### config.mk
export PLATFORM = sky130hd
export DESIGN_NAME = perf_mmio_bridge
export DESIGN_NICKNAME = d
export VERILOG_FILES = /design/src/rtl/perf_pkg.sv /design/src/rtl/perf_mmio_bridge.sv
export SDC_FILE = /design/constraint.sdc
export NUM_CORES = 1
export LEC_CHECK = 0
export BUFFER_PORTS_ARGS = -buffer_cell sky130_fd_sc_hd__buf_4
export CAP_MARGIN = 20
export CORE_UTILIZATION = 46
export CTS_BUF_LIST = sky130_fd_sc_hd__clkbuf_8
export CTS_CLUSTER_SIZE = 8
export DETAILED_ROUTE_END_ITERATION = 6
export HOLD_SLACK_MARGIN = 0.1
export PLACE_DENSITY = 0.82
export SLEW_MARGIN = 15
export SYNTH_ARGS = -nofsm -noshare
export SYNTH_HDL_FRONTEND = slang
export SYNTH_SLANG_ARGS = --single-unit
### constraint.sdc
create_clock -name clk_i -period 2.4 [get_ports clk_i]
set_input_delay 0.24 -clock clk_i [delete_from_list [all_inputs] [get_ports clk_i]]
set_output_delay 0.24 -clock clk_i [all_outputs]
set_load 0.005 [all_outputs]
### src/rtl/perf_pkg.sv
// rtl/perf_pkg.sv - shared FSM states, perf register offsets and defaults for the perf MMIO bridge
package perf_pkg;

    typedef enum logic [1:0] {
        ST_IDLE = 2'd0,
        ST_CMD  = 2'd1,
        ST_WAIT = 2'd2,
        ST_RESP = 2'd3
    } state_e;

    localparam logic [3:0]  PERF_RST = 4'h0;
    localparam logic [3:0]  PERF_EN  = 4'h4;
    localparam logic [3:0]  PERF_LO  = 4'h8;
    localparam logic [3:0]  PERF_HI  = 4'hC;

    localparam logic [31:0] ERR_DATA_DEFAULT = 32'hDEAD_BEEF;

    // Only word-aligned offsets name a perf register.
    function automatic logic is_perf_reg(input logic [3:0] off);
        return (off == PERF_RST) || (off == PERF_EN) || (off == PERF_LO) || (off == PERF_HI);
    endfunction

endpackage

### src/rtl/perf_mmio_bridge.sv
// rtl/perf_mmio_bridge.sv - CPU MMIO window to perf command/response bridge with decode-error and timeout absorption
module perf_mmio_bridge
    import perf_pkg::*;
#(
    parameter logic [31:0] BASE_ADDR = 32'h4000_0000,
    parameter int unsigned TIMEOUT   = 256,
    parameter logic [31:0] ERR_DATA  = ERR_DATA_DEFAULT
) (
    input  logic        clk_i,
    input  logic        rst_i,
    input  logic        req_valid_i,
    output logic        req_ready_o,
    input  logic        req_we_i,
    input  logic [31:0] req_addr_i,
    input  logic [31:0] req_wdata_i,
    output logic        rsp_valid_o,
    input  logic        rsp_ready_i,
    output logic [31:0] rsp_data_o,
    output logic        rsp_err_o,
    output logic        cmd_valid_o,
    input  logic        cmd_ready_i,
    output logic [3:0]  cmd_addr_o,
    output logic        cmd_data_o,
    input  logic        prsp_valid_i,
    output logic        prsp_ready_o,
    input  logic [31:0] prsp_data_i
);

    localparam int TW = $clog2(TIMEOUT + 1);
    localparam logic [TW-1:0] TIMER_LAST = TW'(TIMEOUT - 1);
    localparam logic [TW-1:0] TIMER_MAX  = TW'(TIMEOUT);

    state_e        state_q, state_d;
    logic [3:0]    cmd_addr_q, cmd_addr_d;
    logic          cmd_data_q, cmd_data_d;
    logic          we_q, we_d;
    logic [31:0]   rsp_data_q, rsp_data_d;
    logic          rsp_err_q, rsp_err_d;
    logic          drain_q, drain_d;
    logic [TW-1:0] timer_q, timer_d;
    logic          hit;
    logic          unused_wdata;

    assign unused_wdata = ^req_wdata_i[31:1];
    assign hit = (req_addr_i[31:4] == BASE_ADDR[31:4]) && is_perf_reg(req_addr_i[3:0]);

    always_ff @(posedge clk_i or posedge rst_i) begin
        if (rst_i) begin
            state_q <= ST_IDLE;
        end else begin
            state_q <= state_d;
        end
    end

    always_ff @(posedge clk_i or posedge rst_i) begin
        if (rst_i) begin
            cmd_addr_q <= '0;
            cmd_data_q <= 1'b0;
            we_q       <= 1'b0;
            rsp_data_q <= '0;
            rsp_err_q  <= 1'b0;
            drain_q    <= 1'b0;
            timer_q    <= '0;
        end else begin
            cmd_addr_q <= cmd_addr_d;
            cmd_data_q <= cmd_data_d;
            we_q       <= we_d;
            rsp_data_q <= rsp_data_d;
            rsp_err_q  <= rsp_err_d;
            drain_q    <= drain_d;
            timer_q    <= timer_d;
        end
    end

    always_comb begin
        state_d    = state_q;
        cmd_addr_d = cmd_addr_q;
        cmd_data_d = cmd_data_q;
        we_d       = we_q;
        rsp_data_d = rsp_data_q;
        rsp_err_d  = rsp_err_q;
        drain_d    = drain_q;
        timer_d    = timer_q;
        unique case (state_q)
            ST_IDLE: begin
                // A perf response orphaned by a timeout must be swallowed before new work.
                if (drain_q) begin
                    if (prsp_valid_i) drain_d = 1'b0;
                end else if (req_valid_i) begin
                    we_d = req_we_i;
                    if (hit) begin
                        cmd_addr_d = req_addr_i[3:0];
                        cmd_data_d = req_we_i & req_wdata_i[0];
                        state_d    = ST_CMD;
                    end else begin
                        rsp_data_d = req_we_i ? 32'h0 : ERR_DATA;
                        rsp_err_d  = 1'b1;
                        state_d    = ST_RESP;
                    end
                end
            end
            ST_CMD: begin
                if (cmd_ready_i) begin
                    timer_d = '0;
                    state_d = ST_WAIT;
                end
            end
            ST_WAIT: begin
                if (timer_q != TIMER_MAX) timer_d = timer_q + 1'b1;
                if (prsp_valid_i) begin
                    rsp_data_d = we_q ? 32'h0 : prsp_data_i;
                    rsp_err_d  = 1'b0;
                    state_d    = ST_RESP;
                end else if (timer_q == TIMER_LAST) begin
                    rsp_data_d = we_q ? 32'h0 : ERR_DATA;
                    rsp_err_d  = 1'b1;
                    drain_d    = 1'b1;
                    state_d    = ST_RESP;
                end
            end
            ST_RESP: begin
                if (rsp_ready_i) begin
                    rsp_data_d = '0;
                    rsp_err_d  = 1'b0;
                    state_d    = ST_IDLE;
                end
            end
            default: state_d = ST_IDLE;
        endcase
    end

    always_comb begin
        req_ready_o  = (state_q == ST_IDLE) && !drain_q;
        cmd_valid_o  = (state_q == ST_CMD);
        prsp_ready_o = (state_q == ST_WAIT) || ((state_q == ST_IDLE) && drain_q);
        rsp_valid_o  = (state_q == ST_RESP);
    end

    assign cmd_addr_o = cmd_addr_q;
    assign cmd_data_o = cmd_data_q;
    assign rsp_data_o = rsp_data_q;
    assign rsp_err_o  = rsp_err_q;

endmodule

==> results of run 1 <==
## metrics by stage
step	total power (W)	cell area, um^2	cells
after floorplan	0.00260	2650	254
after global placement	0.00339	3640	439
after detailed placement	0.00348	3640	439
after CTS	0.00397	3730	447
after global routing	0.00427	3750	448
final	0.00395	3750	448
## worst paths after layout
check	slack (ns)	cells past startpoint	startpoint	endpoint
setup / recovery	0.16	9	timer_q[0]$_DFFE_PP0P_	rsp_data_o[23]$_DFFE_PP0P_
hold / removal	0.10	3	rst_i	rsp_data_o[21]$_DFFE_PP0P_
setup reg to reg	0.16	9	timer_q[0]$_DFFE_PP0P_	rsp_data_o[23]$_DFFE_PP0P_
hold reg to reg	0.51	1	cmd_addr_o[0]$_DFFE_PP0P_	cmd_addr_o[0]$_DFFE_PP0P_
max in group asynchronous	1.88	3	rst_i	rsp_data_o[5]$_DFFE_PP0P_
min in group clk_i	0.17	2	req_addr_i[3]	cmd_addr_o[3]$_DFFE_PP0P_
## registers in the layout, summed over array words and instances, names as in the netlist
name / count
rsp_err_o: 1
state_q: 2
rsp_data_o: 32
timer_q: 9
cmd_addr_o: 4
we_q: 1
cmd_data_o: 1
drain_q: 1
## placed cells by master (no fill, tap or decap), types with 3 or more instances in the layout
cell type,instances
inv_1,8
a21oi_1,9
buf_4,127
ha_1,7
nand2_1,35
o21ai_1,4
or3_1,6
nor2b_1,3
and3_1,12
nand3_1,4
nand2b_1,3
dfrtp_1,51
nor3_1,3
o21ai_0,29
nor4_1,5
clkbuf_8,5
mux2_2,37
## worst max-delay path, stage by stage, from the launching register on
cell	delay, ns
dfrtp_1	0.39
ha_1	0.21
and3_1	0.14
and3_1	0.18
ha_1	0.21
nor3b_2	0.22
a2111oi_2	0.08
o21ai_4	0.11
buf_4	0.22
mux2_2	0.35
## logic make-up after synthesis
family,share of synthesized area
AO/OA/AOI/OAI,0.111
adder cells (fa/ha/maj),0.0331
buffers and inverters,0.0430
flip-flops,0.482
multiplexers,0.165
AND/OR/NAND/NOR,0.166
## power by group
part | total [W] | internal (W) | switching, W | leakage, nW
Sequential | 0.00130 | 0.00115 | 0.000151 | 0.656
Combinational | 0.00216 | 0.00124 | 0.000925 | 1.24
Clock | 0.000485 | 0.000206 | 0.000279 | 0.0483
Total | 0.00395 | 0.00259 | 0.00135 | 1.94
## per-layer routing
metal / wire length [um] / part of all wire / GRT usage / vias up
met4: 72 / 0.011 / 0.0566 / 0
met1: 2600 / 0.41 / 0.265 / 1149
met5: 0 / 0 / 0 / -
met3: 349 / 0.055 / 0.0400 / 8
met2: 3330 / 0.52 / 0.407 / 89
li1: - / - / - / 1137
## area by class of cell
cell class	instances	area, um^2	area share
flip-flops and latches	51	1280	0.340
multi-input cells	179	1270	0.340
repair buffers	129	988	0.264
well taps	72	90.1	0.0240
clock buffers	5	68.8	0.0184
inverters	9	33.8	0.00901
clock inverters	3	18.8	0.00501
==> results.md, run 1 <==
- # rows: 27
- Area Growth Syn to Fin: 41.6%
- Max H-tree Level: 2
- TritonCTS clock tree: built
- CTS clk-pin slew, worst paths: 0.10 ns
- Number of global-route vias before repair: 2379
- Max-Cap Viols: 0
- Final Hold Violating Endpoints: 0
- Layout cells sized above 1: 0.481
- I/O pin total: 145
- Top_reg_cell synth: dfrtp_1
- Clk root buf: clkbuf_8
- CP max FO: 9
- # Post-CTS Setup Buffers: 0
- Die span in y: 77.9 um
- Initial antenna violation count: 0
- Cell area power density: 1050 nW/um^2
- Utilization after layout: 0.677
- CP Class: reg2reg
- Dpl hpwl: 4.65 mm
- Final setup fails: 0
- Pin count of the biggest net entering global routing: 52
- FILL cells: 466
- Period Utilization, post-route: 0.933
- Number of synthesized flops with an enable pin: 0
- Peak VDD IR: 529 uV
- DP Worst Slack: 0.0757 ns
- Synth Net Count: 364
- Worst path required time: 2.58 ns
- Clk_lat worst skew: 0.30 ns
- Most common cell in the netlist: dfrtp_1
- Yosys warnings: 0
- DR vias/cell: 5.32
- Yosys reg bits: 51
- Number of buffers added on ports: 113
- Fin nets: 485
- Total track usage: 0.222
- Async set-reset flop share out of synthesis: 1.00
- Top cells by area, synth: dfrtp_1 48%, mux2_2 16%, o21ai_0 5.5%
- Die area: 6070 um^2
- Syn avg cell area: 10.4 um^2
- Fin crit period: 2.24 ns
- Final worst setup slack: 0.162 ns
- Diode count: 0
- Status: complete, no violations
- Hold crit path type: in2async
- Grt total ovfl: 0
- Share of the synthesized area in the top cell type: 0.482
- Num CTS Buffers: 5
- Critical path endpoint category: flip-flop
- Initial DRC count: 101
- Post-synth top cells: 51 x dfrtp_1, 37 x mux2_2, 35 x nand2_1
- Drt first pass iters: 4
- Arrival time worst endpoint: 2.42 ns
- Critical path startpoint category: flip-flop
- Seq/Total Area, Yosys: 0.482
- Sink Count: 51
- Final GP Congestion: 0.803
- Setup TNS: 0 ns
- Hold buffers post-CTS: 0
- Syn Inst Count: 254
- Achievable clock frequency: 447 MHz
- Die W: 77.9 um
- Clock Tree Buf Depth: 2
- Rel. slew slack: 0.526
- Core Region: 5540 um^2
- Hold slack: 0.102 ns
- Total Wirelength: 6.35 mm
- Worst-Margin Slew: 0.710 ns
- PostCTS Resize Cnt: 0
- Drc violations: 0
- RSZ-0062 raised after global routing: false
- Via count: 2383
- Leading area contributor after synthesis: dfrtp_1
- Cell area after synthesis: 2650 um^2
- Antenna-violating nets left: 0
- First-pass GRT wire length: 10.6 mm
- Initial Util: 0.478
- Slew Viols, Final: 0
- Final Skew: 0.00917 ns
- Unique masters post-synth: 35
- Leak Pwr: 1.94 nW
- Routed len/inst: 14.2 um
(Power assumes the default switching activity.)
==> run 2, diff against run 1 <==
--- a/config.mk
+++ b/config.mk
@@ -12,7 +12,7 @@
 export CTS_CLUSTER_SIZE = 8
 export DETAILED_ROUTE_END_ITERATION = 6
 export HOLD_SLACK_MARGIN = 0.1
-export PLACE_DENSITY = 0.82
+export PLACE_DENSITY = 0.83
 export SLEW_MARGIN = 15
 export SYNTH_ARGS = -nofsm -noshare
 export SYNTH_HDL_FRONTEND = slang
==> run 2 against run 1 <==
Die area is the same. Core utilization grew 0.36 points. Sequential share of layout area shrank 0.18 points. Clock power grew 24%. Flip-flop and latch count is the same. Sequential power is essentially flat. Hold slack gained 0.066 ns. Maximum frequency shrank 2.7%. First-iteration DRC count grew 19%.
==> results.md, run 2 (synthesis results as in run 1) <==
- Status: complete, no violations (unchanged)
- Commonest non-fill, non-tap cell in the layout: buf_4 (unchanged)
- Commonest non-fill, non-tap cells in the layout: 127 x buf_4, 51 x dfrtp_1, 37 x mux2_2, 35 x nand2_1, 29 x o21ai_0 (unchanged)
- Dpl hpwl: 4.92 mm (was 4.65 mm)
- Clock Tree Buf Depth: 2 (unchanged)
- Final Hold Violating Endpoints: 0 (unchanged)
- Crit-path max cell delay: 0.39 ns (about the same)
- Core Region: 5540 um^2 (unchanged)
- Die W: 77.9 um (unchanged)
- First-pass GRT wire length: 10.7 mm (was 10.6 mm)
- Critical path startpoint category: flip-flop (unchanged)
- Reg area: 1280 um^2 (unchanged)
- Worst-Margin Slew: 0.685 ns (was 0.710 ns)
- Period Utilization, post-route: 0.959 (was 0.933)
- Critical-path top delay cell: dfrtp_1 (unchanged)
- DP Worst Slack: 0.0470 ns (was 0.0757 ns)
- Total Wirelength: 6.60 mm (was 6.35 mm)
- Initial DRC count: 120 (was 101)
- Peak VDD IR: 621 uV (was 529 uV)
- Sink Count: 51 (unchanged)
- Initial Util: 0.478 (unchanged)
- Fin nets: 485 (unchanged)
- Via count: 2405 (was 2383)
- Area after DPL: 3640 um^2 (unchanged)
- # Post-CTS Setup Buffers: 0 (unchanged)
- Tot Pwr: 0.00405 W (was 0.00395 W)
- Hold crit path type: in2reg (was in2async)
- Die span in y: 77.9 um (unchanged)
- Hold slack: 0.167 ns (was 0.102 ns)
- I/O pin total: 145 (unchanged)
- Achievable clock frequency: 435 MHz (was 447 MHz)
- Pin count of the biggest net entering global routing: 33 (was 52)
- Final setup fails: 0 (unchanged)
- Clk_lat worst skew: 0.30 ns (about the same)
- Rel. slew slack: 0.543 (was 0.526)
- Max reg flops: 32 (unchanged)
- Leak Pwr: 1.95 nW (was 1.94 nW)
- Antenna-violating nets left: 0 (unchanged)
- Final Skew: 0.00528 ns (was 0.00917 ns)
- Final cell count without fillers: 448 (unchanged)
- Cell area power density: 1080 nW/um^2 (was 1050 nW/um^2)
- Number of global-route vias before repair: 2473 (was 2379)
- Worst path required time: 2.59 ns (was 2.58 ns)
- CP delay by family, top: simple AND/OR/NAND/NOR gates (unchanged)
- Buf/Inv on CP: 1 (unchanged)
- # rows: 27 (unchanged)
- CTS clk-pin slew, worst paths: 0.09 ns (was 0.10 ns)
- CP cell instances: ha_1, and3_1, and3_1, ha_1, nor3b_2, a2111oi_2, o21ai_4, buf_12, mux2_2 (was ha_1, and3_1, and3_1, ha_1, nor3b_2, a2111oi_2, o21ai_4, buf_4, mux2_2)
- Slew Viols, Final: 0 (unchanged)
- Total track usage: 0.225 (was 0.222)
- FILL cells: 434 (was 466)
- CP max FO: 25 (was 9)
- Routed len/inst: 14.7 um (was 14.2 um)
- Arrival time worst endpoint: 2.49 ns (was 2.42 ns)
- Final GP Congestion: 0.801 (was 0.803)
- Placed instance count: 439 (unchanged)
- Non-Filler Cell Area, Final: 3770 um^2 (was 3750 um^2)
- Final worst setup slack: 0.0987 ns (was 0.162 ns)
- CP Class: reg2reg (unchanged)
- Number of buffers added on ports: 113 (unchanged)
- Drc violations: 0 (unchanged)
- Max H-tree Level: 2 (unchanged)
- Fin crit period: 2.30 ns (was 2.24 ns)
- Clk root buf: clkbuf_8 (unchanged)
- Num CTS Buffers: 5 (unchanged)
- DR vias/cell: 5.37 (was 5.32)
- Grt total ovfl: 0 (unchanged)
- Critical path endpoint category: flip-flop (unchanged)
- Layout cells sized above 1: 0.479 (was 0.481)
- Max-Cap Viols: 0 (unchanged)
- Die area: 6070 um^2 (unchanged)
- Drt first pass iters: 4 (unchanged)
- Area Growth Syn to Fin: 42.3% (was 41.6%)
- TritonCTS clock tree: built (unchanged)
- Multi-input logic area: 1270 um^2 (unchanged)
- Initial antenna violation count: 0 (unchanged)
- Diode count: 0 (unchanged)
run 2: where the power goes:
part           internal (W)  total [W]  switching [W]
Clock              0.000311   0.000599       0.000288
Sequential          0.00115    0.00130       0.000152
Combinational       0.00121    0.00215       0.000938
run 2: timing repair:
item / CTS / global route
hold endpoints to repair: 28 / 0
hold buffers: 1 / 0
gates resized for setup: 0 / 1
setup endpoints to repair: 0 / 33
run 2: layout make-up:
| type | instances | share of cell area |
|---|---|---|
| clock inverter | 3 | 0.0116 |
| timing repair buffer | 129 | 0.261 |
| sequential | 51 | 0.339 |
| tap | 72 | 0.0239 |
| multi-input combinational | 179 | 0.338 |
| inverter | 9 | 0.00896 |
| clock buffer | 5 | 0.0183 |
run 2: through the flow:
stage	setup TNS (ns)	util
floorplan	0	-
global placement	0	0.657
finish	0	0.680
detailed placement	0	0.657
CTS	0	0.680
global route	-0.0189	0.680
run 2: per-layer routing:
layer  global-route usage  share of wire  vias to the layer above
met1                0.255           0.40                     1154
met3               0.0447          0.061                       10
met4               0.0906          0.012                        0
met5                    0              0                        -
met2                0.411           0.53                      104
li1                     -              -                     1137
run 2: path summary, 6_finish.rpt:
kind	from	cells after the start	to	slack [ns]
worst min-delay path	req_addr_i[2]	2	cmd_addr_o[2]$_DFFE_PP0P_	0.17
max in group asynchronous	rst_i	4	rsp_data_o[27]$_DFFE_PP0P_	1.21
min in group asynchronous	rst_i	3	rsp_data_o[16]$_DFFE_PP0P_	0.57
worst min register to register	cmd_addr_o[0]$_DFFE_PP0P_	1	cmd_addr_o[0]$_DFFE_PP0P_	0.51
worst max-delay path	timer_q[0]$_DFFE_PP0P_	9	rsp_data_o[23]$_DFFE_PP0P_	0.1
worst max register to register	timer_q[0]$_DFFE_PP0P_	9	rsp_data_o[23]$_DFFE_PP0P_	0.1
